===== config.mk =====
export PLATFORM = sky130hd
export DESIGN_NAME = hazard_stall_ctrl
export DESIGN_NICKNAME = d
export VERILOG_FILES = /design/src/rtl/hazard_stall_ctrl_pkg.sv /design/src/rtl/hazard_stall_ctrl_sat_counter.sv /design/src/rtl/hazard_stall_ctrl.sv
export SDC_FILE = /design/constraint.sdc
export NUM_CORES = 1
export LEC_CHECK = 0
export CAP_MARGIN = 0
export CELL_PAD_IN_SITES_DETAIL_PLACEMENT = 0
export CELL_PAD_IN_SITES_GLOBAL_PLACEMENT = 1
export CORE_MARGIN = 2
export CORE_UTILIZATION = 42
export DETAILED_ROUTE_END_ITERATION = 10
export PLACE_DENSITY_LB_ADDON = 0.1
export SLEW_MARGIN = 40
export SYNTH_ARGS = -nofsm -noshare
export SYNTH_HDL_FRONTEND = slang
export SYNTH_SLANG_ARGS = --single-unit
export TNS_END_PERCENT = 30

===== constraint.sdc =====
create_clock -name clk -period 4.1 [get_ports clk]
set_input_delay 0.82 -clock clk [delete_from_list [all_inputs] [get_ports clk]]
set_output_delay 0.82 -clock clk [all_outputs]
set_load 0.01 [all_outputs]

===== src/rtl/hazard_stall_ctrl_pkg.sv =====
// Shared types and constants for the pipeline hazard/stall controller.
package hazard_stall_ctrl_pkg;

    typedef enum logic [1:0] {
        S_RUN = 2'd0,
        S_MDU = 2'd1
    } state_e;

    localparam int STALL_PC     = 0;
    localparam int STALL_IFID   = 1;
    localparam int STALL_IDEXE  = 2;
    localparam int STALL_EXEMEM = 3;
    localparam int STALL_MEMWB  = 4;

    localparam logic [4:0] NOP_REG_ADDR = 5'd0;

    // Front hold freezes pc and if_id; the bus wait freezes everything up to exe_mem.
    localparam logic [4:0] STALL_FRONT = (5'b1 << STALL_PC) | (5'b1 << STALL_IFID);
    localparam logic [4:0] STALL_MEMW  = STALL_FRONT | (5'b1 << STALL_IDEXE) | (5'b1 << STALL_EXEMEM);

    function automatic logic src_hit(input logic re, input logic [4:0] src, input logic [4:0] dst);
        return re && (src == dst) && (dst != NOP_REG_ADDR);
    endfunction

endpackage


===== src/rtl/hazard_stall_ctrl_sat_counter.sv =====
// Up-counter with synchronous clear that sticks at all-ones instead of wrapping.
module sat_counter #(
    parameter int W = 8
) (
    input  logic         clk,
    input  logic         rst_n,
    input  logic         clr,
    input  logic         inc,
    output logic [W-1:0] q,
    output logic         at_max
);

    logic [W-1:0] q_q;
    logic [W-1:0] q_d;

    assign at_max = &q_q;
    assign q      = q_q;

    always_comb begin
        q_d = q_q;
        if (clr) begin
            q_d = '0;
        end else if (inc && !at_max) begin
            q_d = q_q + W'(1);
        end
    end

    always_ff @(posedge clk or negedge rst_n) begin
        if (!rst_n) begin
            q_q <= '0;
        end else begin
            q_q <= q_d;
        end
    end

endmodule


===== src/rtl/hazard_stall_ctrl.sv =====
// Pipeline stall/flush control: load-use detection, MDU sequencing and bus-wait freeze.
module hazard_stall_ctrl
    import hazard_stall_ctrl_pkg::*;
#(
    parameter int MDU_TIMEOUT = 64,
    parameter int MEMW_MAX    = 1024,
    parameter int CNT_W       = 32
) (
    input  logic             clk,
    input  logic             rst_n,
    input  logic [4:0]       id_rs_addr,
    input  logic [4:0]       id_rt_addr,
    input  logic             id_rs_re,
    input  logic             id_rt_re,
    input  logic             id_mdu_start,
    input  logic [4:0]       exe_write_reg,
    input  logic             exe_we,
    input  logic             exe_is_load,
    input  logic             mdu_done,
    input  logic             mem_wait,
    output logic [4:0]       stall,
    output logic             flush_id_exe,
    output logic             flush_mem_wb,
    output logic             mdu_go,
    output logic             err_mdu_to,
    output logic             err_mem_to,
    output logic [CNT_W-1:0] stall_cycles
);

    localparam int MDU_W  = $clog2(MDU_TIMEOUT) + 1;
    localparam int MEMW_W = $clog2(MEMW_MAX) + 1;

    state_e            state_q, state_d;
    logic              done_seen_q, done_seen_d;
    logic              err_mdu_q, err_mdu_d;
    logic              err_mem_q, err_mem_d;
    logic              load_use, mdu_expired, mdu_fin;
    logic              mdu_clr, mdu_inc, stall_inc;
    logic [MDU_W-1:0]  mdu_cnt;
    logic [MEMW_W-1:0] memw_cnt;
    logic              unused_mdu_max, unused_memw_max, unused_stall_max;

    assign load_use = exe_is_load && exe_we &&
                      (src_hit(id_rs_re, id_rs_addr, exe_write_reg) ||
                       src_hit(id_rt_re, id_rt_addr, exe_write_reg));
    assign mdu_expired = (mdu_cnt == MDU_W'(MDU_TIMEOUT - 1));
    assign mdu_fin     = mdu_done || done_seen_q || mdu_expired;
    assign mdu_clr     = (state_q != S_MDU);
    assign stall_inc   = (|stall) || flush_id_exe || flush_mem_wb;

    always_comb begin
        stall        = '0;
        flush_id_exe = 1'b0;
        flush_mem_wb = 1'b0;
        mdu_go       = 1'b0;
        mdu_inc      = 1'b0;
        state_d      = state_q;
        done_seen_d  = done_seen_q;
        err_mdu_d    = err_mdu_q;
        err_mem_d    = err_mem_q;
        if (mem_wait) begin
            stall        = STALL_MEMW;
            flush_mem_wb = 1'b1;
            if (state_q == S_MDU && mdu_done) begin
                done_seen_d = 1'b1;
            end
            if (memw_cnt >= MEMW_W'(MEMW_MAX - 1)) begin
                err_mem_d = 1'b1;
            end
        end else if (state_q == S_MDU) begin
            // Releasing the hold in the done cycle lets the mult/div advance into id_exe.
            if (mdu_fin) begin
                state_d     = S_RUN;
                done_seen_d = 1'b0;
                if (!(mdu_done || done_seen_q)) begin
                    err_mdu_d = 1'b1;
                end
            end else begin
                stall        = STALL_FRONT;
                flush_id_exe = 1'b1;
                mdu_inc      = 1'b1;
            end
        end else if (load_use) begin
            stall        = STALL_FRONT;
            flush_id_exe = 1'b1;
        end else if (id_mdu_start) begin
            stall        = STALL_FRONT;
            flush_id_exe = 1'b1;
            mdu_go       = 1'b1;
            state_d      = S_MDU;
        end
    end

    always_ff @(posedge clk or negedge rst_n) begin
        if (!rst_n) begin
            state_q     <= S_RUN;
            done_seen_q <= 1'b0;
            err_mdu_q   <= 1'b0;
            err_mem_q   <= 1'b0;
        end else begin
            state_q     <= state_d;
            done_seen_q <= done_seen_d;
            err_mdu_q   <= err_mdu_d;
            err_mem_q   <= err_mem_d;
        end
    end

    assign err_mdu_to = err_mdu_q;
    assign err_mem_to = err_mem_q;

    sat_counter #(.W(MDU_W)) u_mdu_cnt (
        .clk    (clk),
        .rst_n  (rst_n),
        .clr    (mdu_clr),
        .inc    (mdu_inc),
        .q      (mdu_cnt),
        .at_max (unused_mdu_max)
    );

    sat_counter #(.W(MEMW_W)) u_memw_cnt (
        .clk    (clk),
        .rst_n  (rst_n),
        .clr    (!mem_wait),
        .inc    (mem_wait),
        .q      (memw_cnt),
        .at_max (unused_memw_max)
    );

    sat_counter #(.W(CNT_W)) u_stall_cnt (
        .clk    (clk),
        .rst_n  (rst_n),
        .clr    (1'b0),
        .inc    (stall_inc),
        .q      (stall_cycles),
        .at_max (unused_stall_max)
    );

endmodule


# Yosys cells after proc, flatten, opt, wreduce, memory -nomap -nowiden
# Cells that the tools add are included.
# op_classes
add_sub_neg	3
n_lt_le_gt_ge	1
eq_ne	9
muxes	28
bitwise_logic	2
reduce_logical	31
# ops
op	n
adder 32 x 1 -> 32 bit (second input constant)	1
AND reduction 32 bit	1
2-to-1 mux 11 bit	2
2-to-1 mux 1 bit	15
2-to-1 mux 2 bit	7
2-to-1 mux 7 bit	2
adder 11 x 1 -> 11 bit (second input constant)	1
greater-or-equal comparator 11 x 10 -> 1 bit (second input constant)	1
AND reduction 11 bit	1
== test 5 bit	2
logical AND 1 bit	10
2-to-1 mux 5 bit	2
!= test 2 x 1 -> 1 bit (second input constant)	4
AND reduction 4 bit	2
nonzero test 2 bit	4
adder 7 x 1 -> 7 bit (second input constant)	1
== test 7 x 6 -> 1 bit (second input constant)	1
AND reduction 7 bit	1
logical OR 1 bit	5
nonzero test 5 bit	1
OR reduction 5 bit	1
zero test 1 bit	3
AND reduction 3 bit	1
== test 2 x 1 -> 1 bit (second input constant)	1
3 further kinds	4
# totals
ff_bits	55
input_bits	24

# Depth between registers and ports, before layout
# logic_depth
ltp_word	12
ltp_mapped	8
mapped_depth_nobuf	6

# Cells and area by module
# A second synthesis with hierarchy kept.
# hier_totals
hier_cells	368
area_unflattened_um2	3343.2
# modules_own_cells
module	n_inst	cells_each	area_per_inst_um2	seq_area_each_um2
sat_counter (u_stall_cnt)	1	207	1898.1	800.8
sat_counter (u_memw_cnt)	1	62	583.1	275.3
hazard_stall_ctrl	1	61	479.2	100.1
sat_counter (u_mdu_cnt)	1	38	382.9	175.2

# Least setup slack after synthesis
# No wires, ideal clock.
# synth_path
path_type	in2out
startpoint	input exe_write_reg[0]
endpoint	output mdu_go
arrival_time_ns	2.237
t_required_ns	3.280
path_slack_ns	1.043
path_stages	3
cell_sequence	or3_1 -> o311a_1 -> a2111oi_0
# synth_via
elab_chain_len	8
word_cells_on_any_way	12
classes_between	eq/ne: 2; mux: 3; reduce/logical: 7
# synth_rtl
element	line_no	rtl
from (decl)	hazard_stall_ctrl.sv:16	input logic [4:0] exe_write_reg,
== test 5 bit	hazard_stall_ctrl_pkg.sv:22	return re && (src == dst) && (dst != NOP_REG_ADDR);
logical AND 1 bit (2 in a row)	hazard_stall_ctrl_pkg.sv:22	
logical OR 1 bit *	hazard_stall_ctrl.sv:44	(src_hit(id_rs_re, id_rs_addr, exe_write_reg) ||
logical AND 1 bit *	hazard_stall_ctrl.sv:43	assign load_use = exe_is_load && exe_we &&
2-to-1 mux 1 bit *	hazard_stall_ctrl.sv:83	end else if (load_use) begin
2-to-1 mux 1 bit *	hazard_stall_ctrl.sv:70	end else if (state_q == S_MDU) begin
2-to-1 mux 1 bit *	hazard_stall_ctrl.sv:61	if (mem_wait) begin
to (decl)	hazard_stall_ctrl.sv:24	output logic mdu_go,
# Mark *: on every way between the ends. The rest lies on a longest branch, timed or not.

# Final worst setup path
# Same ends and word-level chain as after synthesis.

==> summary.txt <==
Finish
  • Area growth, synth to finish: 26.4%
  • Fin cells: ~450
  • Antenna Cells: 0
  • Layout cells sized above 1: 0.0824
  • Fillers: 648
  • Nets: 379

Clocking
  • Clk sink count: 54
  • Worst skew pair latency: 0.31 ns
  • H-tree Lvls: 2
  • Hold buffers post-CTS: 0
  • Clk root buf: clkbuf_8
  • Post-CTS resize count: 0
  • TritonCTS clock tree: done
  • # Post-CTS Setup Buffers: 0
  • CTS buffer count: 5
  • Worst-path clk slew: roughly 0.090 ns
  • CTS Buffer Depth: 2

Logic synthesis
  • EDFF count, synth: 0
  • Dominant synthesized flop cell: dfrtp_1
  • Flops & latches, synth: 54
  • Synthesized area: 2990 um^2
  • Seq/Total Area, Yosys: 0.452
  • Synth Warn #: 0
  • Mapped Nets: 322
  • Cell variety after synth: 46
  • FFs w/ async S/R, synth: 1.00
  • Count of mapped cells out of synthesis: between 200 and 300
  • Syn_area_per_cell: 10.1 um^2

Detailed routing
  • Routed wire per std cell: 15.2 um
  • Vias post-DR: about 2.5k
  • Avg Vias per Cell: 5.52
  • 1st-iter DRT viols: 121
  • Final WL: 6.79 mm
  • DR DRC count: 0
  • DR pass1 iterations: 4
  • Routed Antenna Nets: 0

STA
  • Slew Viols, Final: 0
  • Rel. slew slack: 0.399
  • Skew final: 0.00925 ns
  • RSZ-0062 raised after global routing: false
  • Least-Margin Pin Slew: 0.893 ns
  • Achievable Freq: 253 MHz
  • Final setup viols: 0
  • Hold Violations, Final: 0
  • Fin Setup TNS: 0 ns
  • Period utilization: 0.963
  • WHS: 0.484 ns
  • Final min period: 3.95 ns

Pwr
  • NetSw: 0.482 mW
  • Peak supply drop: between 0.0003 and 0.0004 V
  • Seq pwr share: 0.464
  • Clock power share: 0.248
  • Internal power: 1.02 mW
  • Switching Share: 0.321
  • Final Power: 1.50 mW
  • Pwr dens: 397 nW/um^2
  • Comb pwr share: 0.287
  • LEAKAGE: 1.45 nW

Worst setup path
  • Critical path, cell by cell: clkdlybuf4s50_1 > or3_1 > o311a_1 > a2111oi_0 > clkdlybuf4s50_1
  • Flop-to-flop setup slack: 1.61 ns
  • Worst Setup SP: exe_write_reg[0]
  • Crit. path cell count: 5
  • Crit path max-delay family: buffers and inverters
  • WS Path Type: in -> out
  • CP max-delay cell: clkdlybuf4s50_1
  • Startpoint types: input port
  • CP arrival: 3.13 ns
  • Critical Path Max Stage Delay: 0.65 ns
  • Path depth of the worst reg2reg path: 5
  • R2r endpoint: u_stall_cnt.q[1]
  • CP required: between 3 and 4 ns
  • Setup crit end kind: output pin
  • Worst reg2reg path startpoint: u_stall_cnt.q[7]
  • Worst path buffer plus inverter count: 2
  • Critical path's most frequent cell: clkdlybuf4s50_1
  • Critical path destination: mdu_go
  • CP max FO: 3

Place
  • Dpl cells: between 400 and 500
  • DP HPWL: 4.74 mm
  • Port buffer count: 64
  • Final GP Congestion: 0.747

Global route
  • Largest net degree at the start of global routing: 32
  • Total GRT Usage: 0.186
  • Total grt overflow: 0
  • Initial antenna violation count: 0
  • Vias in the first global route: 2,362
  • First-pass GRT wire length: 11.5 mm

Worst hold path
  • HP Start: err_mem_to
  • Worst min-delay path class: reg -> reg

Die
  • Ports: 66
  • Rows: 30
  • Initial Util: 0.438
  • Die Ht: 88.4 um
  • Total die area: 7820 um^2
  • Die Width: about 88 um
  • Core Box Area: around 6800 um^2

Run status
  • Status: finished clean

Flow run
  • Max-cap viol count: 0
-- flip-flops by register name (all words and copies together) (netlist names) --
register and flops:
err_mdu_to 1, done_seen_q 1, state_q 1, u_memw_cnt.q 11
err_mem_to 1, u_mdu_cnt.q 7, u_stall_cnt.q 32
-- how the worst min path moves through the flow --
| stage | slack (ns) | cells past startpoint | endpoint |
|---|---|---|---|
| 6_report | 0.48 | 1 | err_mem_to |
| 5_1_grt | 0.50 | 1 | err_mem_to |
| 4_1_cts | 0.49 | 1 | err_mdu_to |
| 3_5_place_dp | 0.46 | 1 | err_mdu_to |
| 3_3_place_gp | 0.47 | 1 | err_mdu_to |
| 2_1_floorplan | 0.45 | 1 | u_mdu_cnt.q[2] |
-- power groups by stage --
stage | sequential [mW] | clock [mW] | combinational, mW
floorplan | 0.709 | 0 | 0.213
global placement | 0.706 | 0 | 0.430
detailed placement | 0.707 | 0 | 0.437
CTS | 0.698 | 0.385 | 0.437
global route | 0.713 | 0.404 | 0.475
finish | 0.698 | 0.373 | 0.432
-- logic make-up after synthesis --
group / Yosys count / share of synthesized area
DFF: 54 / 0.452
other: 1 / 0.00125
adders and majority gates: 3 / 0.0125
buffers and inverters: 26 / 0.0468
and+or+nand+nor: 133 / 0.268
AOI/OAI and AO/OA: 25 / 0.0615
muxes: 3 / 0.0117
xor gates and xnor gates: 50 / 0.146
-- synth_stat cells (4+ instances only) --
library cell,instances,area [um^2]
nor4b_2,4,60.1
and3_1,7,43.8
a21oi_1,5,25.0
nand2_1,16,60.1
nor2_1,23,86.3
inv_1,8,30.0
nor4_1,24,150
nor3_1,5,25.0
nand3_1,23,115
buf_2,4,20.0
buf_4,6,45.0
dfrtp_1,54,1350
clkbuf_1,6,22.5
a31oi_1,4,25.0
nand4_1,12,75.1
xor2_1,37,324
xnor2_1,13,114
o21ai_0,4,20.0
-- cells in the final DEF, fill, tap and decap left out, types with 2 or more instances in the layout --
cell type,Yosys,layout
nand4_1,12,12
clkdlybuf4s50_1,0,63
ha_1,3,3
buf_4,6,4
nand2_1,16,16
nor3_1,5,5
nor4_1,24,24
and2_1,2,2
nand3_1,23,23
nor4b_2,4,4
and4_1,3,3
xnor2_1,13,13
clkbuf_8,0,6
or3_1,2,2
mux2i_1,2,2
or4_1,2,2
xor2_1,37,37
inv_1,8,8
nor2_1,23,23
dfrtp_1,54,54
a21oi_1,5,5
a31oi_1,4,4
nor4_2,3,3
a31o_2,2,2
o21ai_0,4,4
and3_1,7,7
-- worst register-to-register path, cell delays in order, from the launching register on --
cell     delay, ns
dfrtp_1       0.49
nand4_4       0.18
nor4_4        0.55
and4b_2       0.73
nor3_2        0.13
mux2_4        0.31
-- routing by layer --
layer | GRT usage | share of wire | vias up
li1 | - | - | 1180
met2 | 0.284 | 0.46 | 58
met3 | 0.0308 | 0.031 | 6
met1 | 0.273 | 0.50 | 1228
met5 | 0 | 0 | -
met4 | 0.0551 | 0.010 | 0
-- final cells by class --
cell class,instances,area [um^2],share of cell area
multi-input combinational,215,1500,0.397
sequential,54,1350,0.357
timing repair buffer,68,666,0.176
tap,96,120,0.0318
clock buffer,6,82.6,0.0218
clock inverter,1,30.0,0.00794
inverter,8,30.0,0.00794
-- per-stage QoR --
step                      setup slack (ns)  instance area [um^2]  utilization
after floorplan                       1.04                  2990            -
after global placement               0.185                  3670        0.537
after global routing                0.0841                  3780        0.554
after CTS                            0.162                  3780        0.554
after detailed placement             0.162                  3670        0.537
final                                0.151                  3780        0.554
(Power assumes the default switching activity.)
